**config.mk**
```make
export PLATFORM = sky130hd
export DESIGN_NAME = p_dispatch_multi
export DESIGN_NICKNAME = d
export VERILOG_FILES = /design/src/rtl/p_dispatch_multi.sv
export SDC_FILE = /design/constraint.sdc
export NUM_CORES = 1
export LEC_CHECK = 0
export ABC_AREA = 1
export BUFFER_PORTS_ARGS = -buffer_cell sky130_fd_sc_hd__clkbuf_2
export CORE_AREA = 5 5 361 363
export CTS_BUF_LIST = sky130_fd_sc_hd__clkbuf_2
export DETAILED_ROUTE_END_ITERATION = 10
export DIE_AREA = 0 0 366 368
export HOLD_SLACK_MARGIN = 0.06
export PLACE_DENSITY = 0.44
export RECOVER_POWER = 100
export SYNTH_ARGS = -nofsm -noshare
export SYNTH_HDL_FRONTEND = slang
export SYNTH_SLANG_ARGS = --single-unit
```
**constraint.sdc**
```tcl
create_clock -name clk -period 1.8 [get_ports clk]
set_input_delay 0.09 -clock clk [delete_from_list [all_inputs] [get_ports clk]]
set_output_delay 0.09 -clock clk [all_outputs]
set_load 0.02 [all_outputs]
```
**src/rtl/p_dispatch_multi.sv**
```systemverilog
`default_nettype none
// ============================================================================
// Module   : p_dispatch_multi
// Purpose  : Rename->issue dispatch stage. Holds one rename group of WIDTH
//            lanes and steers each lane to an ALU queue (preg mod NUM_ALU),
//            the MDU queue or the LSU queue. Lanes leave in order, one prefix
//            at a time, as their queues become ready. Source operands of a
//            held group keep capturing CDB write-backs.
// Ports    : clk/rst_n            clock, asynchronous active-low reset
//            flush_i              pipeline flush (drops held and incoming group)
//            in_*                 rename group handshake and per-lane contents
//            cdb_*                write-back ports snooped for operand wakeup
//            q_valid_o/q_ready_i  per-queue handshake, q_mask_o lanes offered
//            q_src_*/q_preg_o/q_payload_o  shared lane buses to all queues
//            rob_issue_o          one-cycle pulse per lane dispatched
// Revision : 1.0 - initial release
// ============================================================================
module p_dispatch_multi #(
   parameter int WIDTH     = 2,
   parameter int NUM_ALU   = 2,
   parameter int CDB_PORTS = 2,
   parameter int DATA_W    = 32,
   parameter int PREG_W    = 6,
   parameter int PAYLOAD_W = 128
) (
   input  logic                            clk,
   input  logic                            rst_n,
   input  logic                            flush_i,
   input  logic                            in_valid_i,
   output logic                            in_ready_o,
   input  logic [WIDTH-1:0]                in_lane_valid_i,
   input  logic [WIDTH*2-1:0]              in_unit_i,
   input  logic [WIDTH*PREG_W-1:0]         in_preg_i,
   input  logic [WIDTH*2*PREG_W-1:0]       in_src_preg_i,
   input  logic [WIDTH*2*DATA_W-1:0]       in_src_data_i,
   input  logic [WIDTH*2-1:0]              in_src_rdy_i,
   input  logic [WIDTH*PAYLOAD_W-1:0]      in_payload_i,
   input  logic [CDB_PORTS-1:0]            cdb_valid_i,
   input  logic [CDB_PORTS*PREG_W-1:0]     cdb_preg_i,
   input  logic [CDB_PORTS*DATA_W-1:0]     cdb_data_i,
   output logic [NUM_ALU+1:0]              q_valid_o,
   input  logic [NUM_ALU+1:0]              q_ready_i,
   output logic [(NUM_ALU+2)*WIDTH-1:0]    q_mask_o,
   output logic [WIDTH*2*DATA_W-1:0]       q_src_data_o,
   output logic [WIDTH*2-1:0]              q_src_rdy_o,
   output logic [WIDTH*PREG_W-1:0]         q_preg_o,
   output logic [WIDTH*PAYLOAD_W-1:0]      q_payload_o,
   output logic [WIDTH-1:0]                rob_issue_o
);

   localparam int NUM_Q = NUM_ALU + 2;
   localparam int NOPS  = WIDTH * 2;
   localparam logic [1:0] UNIT_ALU = 2'd0;
   localparam logic [1:0] UNIT_MDU = 2'd1;
   localparam logic [1:0] UNIT_LSU = 2'd2;
   localparam logic [1:0] UNIT_ROB = 2'd3;

   // Packed views of the flat ports (operand k = lane*2 + src).
   logic [WIDTH-1:0][1:0]              in_unit;
   logic [NOPS-1:0][PREG_W-1:0]        in_src_preg;
   logic [NOPS-1:0][DATA_W-1:0]        in_src_data;
   logic [CDB_PORTS-1:0][PREG_W-1:0]   cdb_preg;
   logic [CDB_PORTS-1:0][DATA_W-1:0]   cdb_data;

   assign in_unit     = in_unit_i;
   assign in_src_preg = in_src_preg_i;
   assign in_src_data = in_src_data_i;
   assign cdb_preg    = cdb_preg_i;
   assign cdb_data    = cdb_data_i;

   // Holding register
   logic                               hold_valid_q, hold_valid_d;
   logic [WIDTH-1:0]                   lane_valid_q, lane_valid_d;
   logic [WIDTH-1:0]                   sent_q, sent_d;
   logic [WIDTH-1:0][1:0]              unit_q, unit_d;
   logic [WIDTH-1:0][PREG_W-1:0]       preg_q, preg_d;
   logic [NOPS-1:0][PREG_W-1:0]        src_preg_q, src_preg_d;
   logic [NOPS-1:0][DATA_W-1:0]        src_data_q, src_data_d;
   logic [NOPS-1:0]                    src_rdy_q, src_rdy_d;
   logic [WIDTH-1:0][PAYLOAD_W-1:0]    payload_q, payload_d;

   // CDB matches against incoming and held source pregs
   logic [NOPS-1:0]                    in_hit, hold_hit;
   logic [NOPS-1:0][DATA_W-1:0]        in_hit_data, hold_hit_data;

   always_comb begin
      in_hit        = '0;
      hold_hit      = '0;
      in_hit_data   = '0;
      hold_hit_data = '0;
      for (int k = 0; k < NOPS; k++) begin
         for (int c = 0; c < CDB_PORTS; c++) begin
            if (cdb_valid_i[c] && cdb_preg[c] == in_src_preg[k]) begin
               in_hit[k]      = 1'b1;
               in_hit_data[k] = in_hit_data[k] | cdb_data[c];
            end
            if (cdb_valid_i[c] && cdb_preg[c] == src_preg_q[k]) begin
               hold_hit[k]      = 1'b1;
               hold_hit_data[k] = hold_hit_data[k] | cdb_data[c];
            end
         end
      end
   end

   // Lane targets as one-hot queue vectors; ROB-only lanes have no queue.
   logic [WIDTH-1:0][NUM_Q-1:0]        lane_tgt;
   logic [WIDTH-1:0]                   tgt_rdy;
   logic [WIDTH-1:0]                   pend, elig, fire;
   logic                               done;

   always_comb begin
      lane_tgt = '0;
      for (int i = 0; i < WIDTH; i++) begin
         case (unit_q[i])
            UNIT_ALU: begin
               for (int q = 0; q < NUM_ALU; q++) begin
                  if (32'(preg_q[i]) % NUM_ALU == q) lane_tgt[i][q] = 1'b1;
               end
            end
            UNIT_MDU: lane_tgt[i][NUM_ALU]     = 1'b1;
            UNIT_LSU: lane_tgt[i][NUM_ALU + 1] = 1'b1;
            default:  lane_tgt[i]              = '0;
         endcase
      end
   end

   // In-order prefix: a pending lane is offered only while every lower
   // pending lane fires this cycle. The prefix survives to the end exactly
   // when the whole group completes.
   always_comb begin
      logic chain_ok;
      chain_ok = 1'b1;
      pend     = '0;
      elig     = '0;
      fire     = '0;
      tgt_rdy  = '0;
      for (int i = 0; i < WIDTH; i++) begin
         pend[i]    = hold_valid_q & lane_valid_q[i] & ~sent_q[i];
         tgt_rdy[i] = (unit_q[i] == UNIT_ROB) | (|(lane_tgt[i] & q_ready_i));
         elig[i]    = pend[i] & chain_ok;
         fire[i]    = elig[i] & tgt_rdy[i];
         chain_ok   = chain_ok & (~pend[i] | fire[i]);
      end
      done = hold_valid_q & chain_ok;
   end

   logic [NUM_Q-1:0][WIDTH-1:0]        mask;
   logic                               in_ready, accept;

   always_comb begin
      mask      = '0;
      q_valid_o = '0;
      for (int q = 0; q < NUM_Q; q++) begin
         for (int i = 0; i < WIDTH; i++) mask[q][i] = elig[i] & lane_tgt[i][q];
         q_valid_o[q] = (|mask[q]) & ~flush_i;
      end
   end

   assign q_mask_o    = mask;
   assign rob_issue_o = fire & {WIDTH{~flush_i}};
   assign in_ready    = ~flush_i & (~hold_valid_q | done);
   assign in_ready_o  = in_ready;
   assign accept      = in_valid_i & in_ready;

   // Operand bus: captured value, else same-cycle CDB bypass.
   logic [NOPS-1:0][DATA_W-1:0]        src_data_out;
   always_comb begin
      src_data_out = '0;
      q_src_rdy_o  = '0;
      for (int k = 0; k < NOPS; k++) begin
         q_src_rdy_o[k]  = src_rdy_q[k] | (hold_valid_q & hold_hit[k]);
         src_data_out[k] = (~src_rdy_q[k] & hold_valid_q & hold_hit[k]) ?
                           hold_hit_data[k] : src_data_q[k];
      end
   end

   assign q_src_data_o = src_data_out;
   assign q_preg_o     = preg_q;
   assign q_payload_o  = payload_q;

   // Next state; flush outranks accept, accept outranks held progress.
   always_comb begin
      hold_valid_d = hold_valid_q;
      lane_valid_d = lane_valid_q;
      sent_d       = sent_q;
      unit_d       = unit_q;
      preg_d       = preg_q;
      src_preg_d   = src_preg_q;
      src_data_d   = src_data_q;
      src_rdy_d    = src_rdy_q;
      payload_d    = payload_q;
      if (flush_i) begin
         hold_valid_d = 1'b0;
         sent_d       = '0;
      end else if (accept) begin
         hold_valid_d = 1'b1;
         lane_valid_d = in_lane_valid_i;
         sent_d       = '0;
         unit_d       = in_unit;
         preg_d       = in_preg_i;
         src_preg_d   = in_src_preg;
         payload_d    = in_payload_i;
         for (int k = 0; k < NOPS; k++) begin
            src_rdy_d[k]  = in_src_rdy_i[k];
            src_data_d[k] = in_src_data[k];
            if (!in_src_rdy_i[k]) begin
               if (in_src_preg[k] == '0) begin
                  src_rdy_d[k]  = 1'b1;
                  src_data_d[k] = '0;
               end else if (in_hit[k]) begin
                  src_rdy_d[k]  = 1'b1;
                  src_data_d[k] = in_hit_data[k];
               end
            end
         end
      end else if (hold_valid_q) begin
         for (int k = 0; k < NOPS; k++) begin
            if (!src_rdy_q[k] && hold_hit[k]) begin
               src_rdy_d[k]  = 1'b1;
               src_data_d[k] = hold_hit_data[k];
            end
         end
         if (done) begin
            hold_valid_d = 1'b0;
            sent_d       = '0;
         end else begin
            sent_d = sent_q | fire;
         end
      end
   end

   always_ff @(posedge clk or negedge rst_n) begin
      if (!rst_n) begin
         hold_valid_q <= 1'b0;
         lane_valid_q <= '0;
         sent_q       <= '0;
         unit_q       <= '0;
         preg_q       <= '0;
         src_preg_q   <= '0;
         src_data_q   <= '0;
         src_rdy_q    <= '0;
         payload_q    <= '0;
      end else begin
         hold_valid_q <= hold_valid_d;
         lane_valid_q <= lane_valid_d;
         sent_q       <= sent_d;
         unit_q       <= unit_d;
         preg_q       <= preg_d;
         src_preg_q   <= src_preg_d;
         src_data_q   <= src_data_d;
         src_rdy_q    <= src_rdy_d;
         payload_q    <= payload_d;
      end
   end

endmodule
`default_nettype wire

```
* After elaboration in Yosys (flattened, before gate mapping)
Index checks and enable logic that the tools add are counted.
** Word-level totals
- Register bits after elaboration :: 433
- Bits in latches :: 0
- Bits in writable memories :: 0
- Bits in read-only memories :: 0
- Logic and storage cells :: 248
- Memories :: 0
** Operators by class
- Add/sub/neg operators :: 0
- Multipliers :: 0
- Divide/modulo/power cells :: 0
- Magnitude comparators :: 0
- Eq/ne operators :: 22
- Shift operators :: 0
- Multiplexer cells :: 90
- Bitwise operators :: 66
- Reductions and logical operators :: 49
** Operator list (number)
- two-way mux 32 bit :: 36
- two-way mux 128 bit :: 2
- OR 32 bit :: 8
- == test 6 bit :: 16
- zero test 32 bit :: 2
- two-way mux 1 bit :: 44
- AND 1 bit :: 35
- zero test 6 bit :: 4
- logical AND 1 bit :: 20
- two-way mux 2 bit :: 6
- AND reduction 3 bit :: 4
- NOT 1 bit :: 10
- nonzero test 2 bit :: 5
- OR 1 bit :: 9
- AND 4 bit :: 2
- == test 2 bit, second input constant :: 4
- two-way mux 4 bit :: 2
- OR reduction 2 bit :: 4
- OR reduction 4 bit :: 2
- == test 2 x 1 -> 1 bit, second input constant :: 2
- zero test 1 bit :: 4
- zero test 2 bit :: 2
- nonzero test 3 bit :: 1
- AND 2 bit :: 1
- 2 further kinds :: 2

* Longest topological paths before layout
Gate-level depths: netlist (run 1).
- Depth after elaboration :: 18
- Gate-level depth with buffers :: 16
- Gate-level depth less buffers :: 14

* Worst setup path before layout (run 1)
Ideal clock, no wire load.
- Kind :: register to register
- Start :: reg preg_q (netlist bit q_preg_o[0])
- End :: reg payload_q (netlist bit q_payload_o[0])
- Setup time :: 0.116 ns
- Arrival :: 1.846 ns
- Data required time :: 1.684 ns
- Path slack :: -0.162 ns
- Cell stages (with the launch flop) :: 14
- Clock period less this slack :: 1.962 ns
- Cell sequence :: dfrtp_1 inv_1 nand4_1 nand2_1 inv_1 nand3_1 nand2_1 nor2_2 nand2_2 buf_4 buf_2 buf_4 nand2_1 nand2_1
** On the way
- Word-level cells in the longest chain between the ends :: 17
- Elaborated cells on any way between the ends :: 18
- Those cells by class :: mux: 3; bitwise: 12; reduce/logical: 3
** RTL lines
- start: declaration :: RTL line 76 : logic [WIDTH-1:0][PREG_W-1:0] preg_q, preg_d;
- start signal: assignment :: RTL line 248 : preg_q <= preg_d;
- zero test 32 bit :: RTL line 117 : if (32'(preg_q[i]) % NUM_ALU == q) lane_tgt[i][q] = 1'b1;
- two-way mux 1 bit :: RTL line 117
- two-way mux 2 bit * :: RTL line 114 : case (unit_q[i])
- AND 4 bit * :: RTL line 139 : tgt_rdy[i] = (unit_q[i] == UNIT_ROB) | (|(lane_tgt[i] & q_ready_i));
- OR reduction 4 bit * :: RTL line 139
- OR 1 bit * :: RTL line 139
- AND 1 bit * :: RTL line 141 : fire[i] = elig[i] & tgt_rdy[i];
- OR 1 bit * :: RTL line 142 : chain_ok = chain_ok & (~pend[i] | fire[i]);
- (+2 left out)
- OR 1 bit :: RTL line 142
- AND 1 bit * :: RTL line 142
- AND 1 bit * :: RTL line 144 : done = hold_valid_q & chain_ok;
- OR 1 bit * :: RTL line 161 : assign in_ready = ~flush_i & (~hold_valid_q | done);
- AND 1 bit * :: RTL line 161
- via in_ready_o :: RTL line 30 : output logic in_ready_o,
- AND 1 bit * :: RTL line 163 : assign accept = in_valid_i & in_ready;
- AND reduction 2 bit (no source line) *
- end signal: assignment :: RTL line 252 : payload_q <= payload_d;
- end: declaration :: RTL line 80 : logic [WIDTH-1:0][PAYLOAD_W-1:0] payload_q, payload_d;
The timed path passes the listed nets; every way through them passes the cells marked *.
A chain may end at the register's enable or synchronous reset.

* Worst setup path in the final report (run 1)
- Start :: reg src_preg_q[0] in the netlist's numbering
- End :: out q_src_data_o[16]
** On the way
- Word-level cells in the longest chain between the ends :: 6
- Elaborated cells on any way between the ends :: 11
- Those cells by class :: eq/ne: 2; mux: 5; bitwise: 2; reduce/logical: 2
** RTL lines
- start: declaration :: RTL line 77 : logic [NOPS-1:0][PREG_W-1:0] src_preg_q, src_preg_d;
- start signal: assignment :: RTL line 249 : src_preg_q <= src_preg_d;
- == test 6 bit :: RTL line 97 : if (cdb_valid_i[c] && cdb_preg[c] == src_preg_q[k]) begin
- logical AND 1 bit :: RTL line 97
- two-way mux 32 bit / two-way mux 1 bit (equally long branches) :: RTL line 97
- OR 32 bit / two-way mux 1 bit (equally long branches) :: RTL line 99, 97
- two-way mux 32 bit / AND 1 bit (equally long branches) :: RTL line 97, 172
- two-way mux 32 bit * :: RTL line 172 : src_data_out[k] = (~src_rdy_q[k] & hold_valid_q & hold_hit[k]) ?
- end: declaration :: RTL line 44 : output logic [WIDTH*2*DATA_W-1:0] q_src_data_o,
Mark *: on every way between the ends. The rest lies on a longest branch, timed or not.

==> results.md, run 1 <==
- Status: finished with violations
- Failing checks: hold timing, setup timing
- Slew headroom: 0.232
- Hold Crit Start: q_ready_i[1]
- Crit-path max FO: 6
- Worst Hold Endpoint: sent_q[1]$_DFFE_PN0P_
- Area share of the largest cell type after synthesis: 0.421
- Syn nets: 4,394
- CP endpoint kind: primary output
- Clock Pin Slew Worst Setup and Hold Paths: 0.12 ns
- Top cell type by total area after synthesis: dfrtp_1
- Final clock skew: 0.117 ns
- Hpwl dp: 148 mm
- Area of the core: 127,000 µm²
- Synth cell types: 37
- Reg2Reg Capture Point: src_data_q[91]$_DFFE_PN0P_
- Antenna Nets Post-Route: 0
- Clk_lat worst skew: 1.55 ns
- 1st-iter DRT viols: 4,111
- Mapped Cells: 3,878
- Clock Tree Root: clkbuf_2
- R2R cell count: 12
- First-pass GRT wire length: 281 mm
- Reg2reg start: unit_q[1]$_DFFE_PN0P_
- Routability cong.: 1.03
- Area Growth Syn to Fin: 108%
- Die ar.: 135,000 µm²
- Row count: 131
- CTS tree: yes
- Clk sinks: 433
- Synth area leaders: dfrtp_1 (42%), nand2_1 (28%), nand3_1 (9.1%)
- Worst Setup Path Type: register to primary output
- Max stage delay on crit path: 0.45 ns
- Sequential power share: 0.327
- Synth Area per Inst: 6.64 µm²
- Hold WC Path Type: input pin to register
- Htree depth: 4
- Initial antenna violation count: 54
- Fin nets: 6,995
- Cell Area, Synth: 25,800 µm²
- Combinational power share: 0.469
- Sequential fraction of the synthesis area: 0.421
- Final setup viols: 1,261
- Buffers from clock root to sink, at most: 3
- Final hold violations: 407
- Lkg Pwr: 27.0 nW
- Final Hold Slack: -0.684 ns
- Final period util: 2.07
- Req. time, crit path: 1.71 ns
- Overall Global Routing Usage: 0.285
- Min setup slack post-route: -1.93 ns
- Dpl ws: -0.734 ns
- Internal power: 0.0231 W
- Worst-Margin Slew: 1.15 ns
- Max cap viols: 0
- Die Span X: 366 µm
- Worst R2R Setup Slack: -0.78 ns
- Worst-path cell chain: buf_6 > nand2_2 > nand3_4 > nor2_4 > nand2_4 > nand2_4 > nand3_4 > inv_8 > buf_12 > buf_6 > nand2_1 > o21a_1 > buf_12
- I/O pins: 931
- CTS Buf Count: 137
- TNS Setup: -696.72 ns
- WL/cell: 24.3 µm
- Fillcell total: 12,890
- First-pass detailed-route iteration total: 5
- Largest net degree at the start of global routing: 128
- Clock power share: 0.204
- Switch share: 0.433
- Fmax: 268 MHz
- Post-layout minimum cycle time: 3.73 ns
- GRT overflow: 0
- Register bit total from synthesis: 433
- Worst vdd ir: 0.618 mV
- Cells on Worst Hold Path: 7
- Vias per cell: 4.79
- Initial Utilization: 0.203
- CP arrival: 3.64 ns
- Critical path's slowest cell: dfrtp_1
- Share of post-route cells with drive strength above 1: 0.321
- Port Buffers: 930
- Via count: 39,579
- CP Launch Type: register
- Chip height: 368 µm
- Final Max Slew Viols: 0
- DP Area: 35,800 µm²
- RSZ-0062 raised after global routing: true
- YS warnings: 0
- Post-Route WL: 201 mm
- Design Area, Final: 53,700 µm²
- Net Sw Power: 0.0177 W
- Vias in the first global route: 39,250
- PD cells: 760 nW/µm²
- # DRC: 0
-- what timing repair did --
action                                 4_1_cts  5_1_grt
setup buffers                               37       39
resized for setup                          633      460
endpoints found under the hold margin      866      424
hold buffers                              1174       42
gates cloned                                13        7
pin swaps                                   63       70
setup endpoints to repair                  840      845
-- cell usage in the layout, fill, tap and decap left out, drive strengths merged --
cell type / netlist / layout
o21ai: 344 / 344
clkinv: 2 / 27
inv: 247 / 254
a21oi: 26 / 26
clkdlybuf4s25: 0 / 1
xor2: 8 / 8
nor4: 2 / 2
buf: 165 / 675
o21a: 12 / 12
clkbuf: 83 / 1010
nand3: 470 / 470
dfrtp: 433 / 433
clkinvlp: 0 / 4
nand4: 36 / 36
o211ai: 2 / 2
bufinv: 0 / 1
dlygate4sd3: 0 / 1215
nor3: 8 / 8
diode: 0 / 37
o22ai: 43 / 43
nand2: 1910 / 1910
xnor2: 5 / 5
a22o: 1 / 1
mux2: 20 / 20
and2: 2 / 2
nor2: 59 / 59
-- power groups by stage --
stage	clock network [W]	logic (W)	registers, W
after floorplan	0	0.00536	0.0146
after global placement	0	0.0142	0.0133
after detailed placement	0	0.0142	0.0133
after CTS	0.00863	0.0178	0.0132
after global routing	0.00916	0.0202	0.0136
final	0.00833	0.0191	0.0133
-- final cells by class --
class | count | area (µm²) | area share
diodes | 37 | 92.6 | 0.00173
well taps | 1662 | 2080 | 0.0388
repair inverters | 2 | 32.5 | 0.000606
clock inverters | 35 | 216 | 0.00403
clock buffers | 193 | 966 | 0.0180
flip-flops and latches | 433 | 10800 | 0.202
repair buffers | 2708 | 23700 | 0.441
multi-input cells | 2948 | 14800 | 0.276
inverters | 249 | 963 | 0.0180
-- worst max-delay path, delay by kind of cell (launching register included) --
| family | cells | cell delay [ns] |
|---|---|---|
| simple gates | 7 | 0.78 |
| compound gates | 1 | 0.13 |
| buf+inv | 5 | 0.69 |
| flops | 1 | 0.45 |
-- Yosys cell counts (all sizes together) --
| cell type | instances |
|---|---|
| nand2 | 1910 |
| nand3 | 470 |
| dfrtp | 433 |
| o21ai | 344 |
| inv | 247 |
| buf | 165 |
| clkbuf | 83 |
| nor2 | 59 |
| o22ai | 43 |
| nand4 | 36 |
| a21oi | 26 |
| mux2 | 20 |
| o21a | 12 |
| nor3 | 8 |
| xor2 | 8 |
| xnor2 | 5 |
| and2 | 2 |
| clkinv | 2 |
| nor4 | 2 |
| o211ai | 2 |
| a22o | 1 |
-- worst max-delay path by stage --
stage,slack [ns],startpoint,to
final,-1.93,src_preg_q[0]$_DFFE_PN0P_,q_src_data_o[16]
after global routing,-2.10,src_preg_q[1]$_DFFE_PN0P_,q_src_data_o[16]
after CTS,-2.09,src_preg_q[23]$_DFFE_PN0P_,q_src_data_o[101]
after detailed placement,-0.73,src_preg_q[5]$_DFFE_PN0P_,q_src_data_o[2]
after global placement,-0.75,src_preg_q[5]$_DFFE_PN0P_,q_src_data_o[2]
after floorplan,-0.15,src_preg_q[11]$_DFFE_PN0P_,q_src_data_o[38]
-- logic make-up after synthesis --
group	Yosys count	synth area share
mux	20	0.00874
xor+xnor	13	0.00442
flops	433	0.421
simple gates	2487	0.395
buf+inv	497	0.0841
compound gates	428	0.0869
-- registers in the layout, summed over array words and instances, names as in the netlist --
register      count
src_preg_q       24
sent_q            2
src_data_q      128
hold_valid_q      1
lane_valid_q      2
q_preg_o         12
unit_q            4
src_rdy_q         4
q_payload_o     256
-- per-stage QoR --
stage | total power, W | std cells | utilization
final | 0.0408 | 8267 | 0.423
after global routing | 0.0430 | 8252 | 0.423
after CTS | 0.0396 | 8158 | 0.407
after detailed placement | 0.0275 | 6712 | 0.283
after global placement | 0.0274 | 6712 | 0.283
after floorplan | 0.0200 | 3878 | -
-- per-layer routing --
layer,vias to the layer above,track usage,wire [µm]
li1,17685,-,-
met1,18980,0.369,83300
met2,2333,0.414,83800
met3,551,0.118,23900
met4,30,0.123,10000
met5,-,0,199
No activity file was read; power rests on OpenSTA's default activity.
==> run 2, diff against run 1 <==
==> constraint.sdc (replaced) <==
create_clock -name clk -period 1.8 [get_ports clk]
set_input_delay 0.18 -clock clk [delete_from_list [all_inputs] [get_ports clk]]
set_output_delay 0.18 -clock clk [all_outputs]
set_load 0.02 [all_outputs]
==> run 2 against run 1 <==
Net effect:
- the flow still finishes with violations (hold timing, setup timing)
- combinational power increased by 4%
- flip-flop and latch count unchanged
- final cell count increased by 1.4%
- power is 1.5% higher
- via count up 2.3%
- clock power fell by 2%
- first-iteration DRC count up 3.3%
- sequential power about the same
- sequential share of layout area fell by 0.94 points
- critical path type unchanged
- critical endpoint is now q_src_data_o[4]
- highest routed layer unchanged
==> results.md, run 2 (synthesis gave the netlist of run 1 again) <==
- Hpwl dp: 141 mm
- Worst-path cell chain: buf_6 > a21oi_2 > nand2_2 > nor2_4 > nand2_4 > nand2_4 > nand3_4 > buf_6 > clkbuf_16 > o21ai_2 > clkbuf_8
- Worst Setup Path Type: register to primary output
- Overall Global Routing Usage: 0.276
- Post-Route WL: 199 mm
- Most common cell after layout, fill and taps aside: nand2_1
- Min setup slack post-route: -1.88 ns
- Post-layout minimum cycle time: 3.68 ns
- Final setup viols: 1,278
- I/O pins: 931
- WL/cell: 23.7 µm
- CP Launch Type: register
- Status: finished with violations
- Critical path's slowest cell: dfrtp_2
- Req. time, crit path: 1.62 ns
- R2R cell count: 13
- Final Hold Slack: -0.779 ns
- Reg2reg start: hold_valid_q$_DFF_PN0_
- Worst Hold Endpoint: sent_q[0]$_DFFE_PN0P_
- Row count: 131
- Initial Utilization: 0.203
- Clock Pin Slew Worst Setup and Hold Paths: 0.09 ns
- Final std cells w/o fill: 8,383
- # DRC: 0
- Die ar.: 135,000 µm²
- 1st-iter DRT viols: 4,245
- Port Buffers: 930
- Commonest cells after routing, fill and taps aside: nand2_1 (1,710), dlygate4sd3_1 (1,286), clkbuf_2 (977), nand3_1 (440), buf_4 (431)
- Max cap viols: 0
- Routability cong.: 0.975
- Failing checks: hold timing, setup timing
- Final period util: 2.05
- Cells on Worst Hold Path: 5
- Clk sinks: 433
- Area of the core: 127,000 µm²
- GRT overflow: 0
- Crit-path max FO: 12
- First-pass detailed-route iteration total: 6
- Hold WC Path Type: input pin to register
- Lkg Pwr: 28.0 nW
- Via count: 40,486
- Htree depth: 4
- Fin nets: 7,129
- RSZ-0062 raised after global routing: true
- Final clock skew: 0.137 ns
- Final Max Slew Viols: 0
- Placed Cells: 6,753
- First-pass GRT wire length: 276 mm
- CP arrival: 3.50 ns
- Share of post-route cells with drive strength above 1: 0.344
- Max stage delay on crit path: 0.46 ns
- CP endpoint kind: primary output
- CTS Buf Count: 137
- Number of flip-flops in the largest register: 256
- Total Power: 0.0414 W
- Largest net degree at the start of global routing: 65
- Clock Tree Root: clkbuf_2
- Initial antenna violation count: 31
- Area Growth Syn to Fin: 119%
- Worst vdd ir: 0.586 mV
- Vias per cell: 4.83
- Chip height: 368 µm
- Clk_lat worst skew: 1.53 ns
- Fmax: 271 MHz
- Slew headroom: 0.0414
- Worst-Margin Slew: 1.44 ns
- Buffers from clock root to sink, at most: 3
- Antenna Nets Post-Route: 0
- Worst R2R Setup Slack: -0.62 ns
- CTS tree: yes
- PD cells: 736 nW/µm²
- Die Span X: 366 µm
- Final hold violations: 268
- Reg2Reg Capture Point: src_data_q[33]$_DFFE_PN0P_
- Vias in the first global route: 40,385
- Hold Crit Start: q_ready_i[2]
- Layout Utilization: 0.444
==> run 2: worst max-delay path by stage <==
stage                              start               end  slack [ns]  cells past startpoint
6_report       src_preg_q[5]$_DFFE_PN0P_   q_src_data_o[4]       -1.88                     11
5_1_grt        src_preg_q[4]$_DFFE_PN0P_   q_src_data_o[4]       -2.14                     10
4_1_cts        src_preg_q[5]$_DFFE_PN0P_   q_src_data_o[7]       -2.14                     12
3_5_place_dp               cdb_preg_i[8]  q_src_data_o[19]       -0.98                     14
3_3_place_gp               cdb_preg_i[8]  q_src_data_o[19]       -1.04                     14
2_1_floorplan      sent_q[0]$_DFFE_PN0P_      q_valid_o[0]       -0.21                      5
==> run 2: area by class of cell <==
| type | count | area (µm²) |
|---|---|---|
| Clock inverter | 32 | 183 |
| Fill cell | 12450 | 70400 |
| Clock buffer | 193 | 966 |
| Multi-Input combinational cell | 2949 | 15700 |
| Timing Repair Buffer | 2839 | 25400 |
| Antenna cell | 22 | 55.1 |
| Timing Repair inverter | 4 | 65.1 |
| Tap cell | 1662 | 2080 |
| Inverter | 249 | 1000 |
| Sequential cell | 433 | 10800 |
==> run 2: what timing repair did <==
action | in CTS | in global routing
hold endpoints to repair | 866 | 433
resized for setup | 798 | 595
gates cloned | 23 | 13
setup buffers | 44 | 57
endpoints found under the setup margin | 845 | 845
pin swaps | 94 | 121
hold buffers | 1227 | 78
==> run 2: through the flow <==
step	setup slack (ns)	hold slack [ns]	setup TNS (ns)	cell area (µm²)
3_3_place_gp	-1.04	0.129	-158.63	36200
3_5_place_dp	-0.983	0.128	-159.64	36200
2_1_floorplan	-0.210	-0.116	-30.88	25900
5_1_grt	-2.14	-0.968	-870.24	56300
4_1_cts	-2.14	-1.12	-668.85	53300
6_report	-1.88	-0.779	-742.37	56300
==> run 2: critical path, delay by kind of cell (launching register included) <==
family / cells / cell delay (ns)
and+or+nand+nor: 5 / 0.67
buffers and inverters: 4 / 0.65
DFF: 1 / 0.46
AOI/OAI and AO/OA: 2 / 0.29
==> run 2: metal layers <==
metal  global-route usage  vias up  share of wire
met1                0.341    19458           0.39
met5                    0        -        0.00075
met2                0.430     2364           0.44
li1                     -    17910              -
met3               0.0861      730           0.10
met4                0.153       24          0.067
==> run 2: power by group <==
part | internal [W] | switching, W | total, W | leakage [nW]
combinational | 0.00873 | 0.0111 | 0.0198 | 21.8
clock | 0.00295 | 0.00519 | 0.00814 | 0.896
sequential | 0.0118 | 0.00167 | 0.0135 | 5.33
total | 0.0235 | 0.0179 | 0.0414 | 28.0
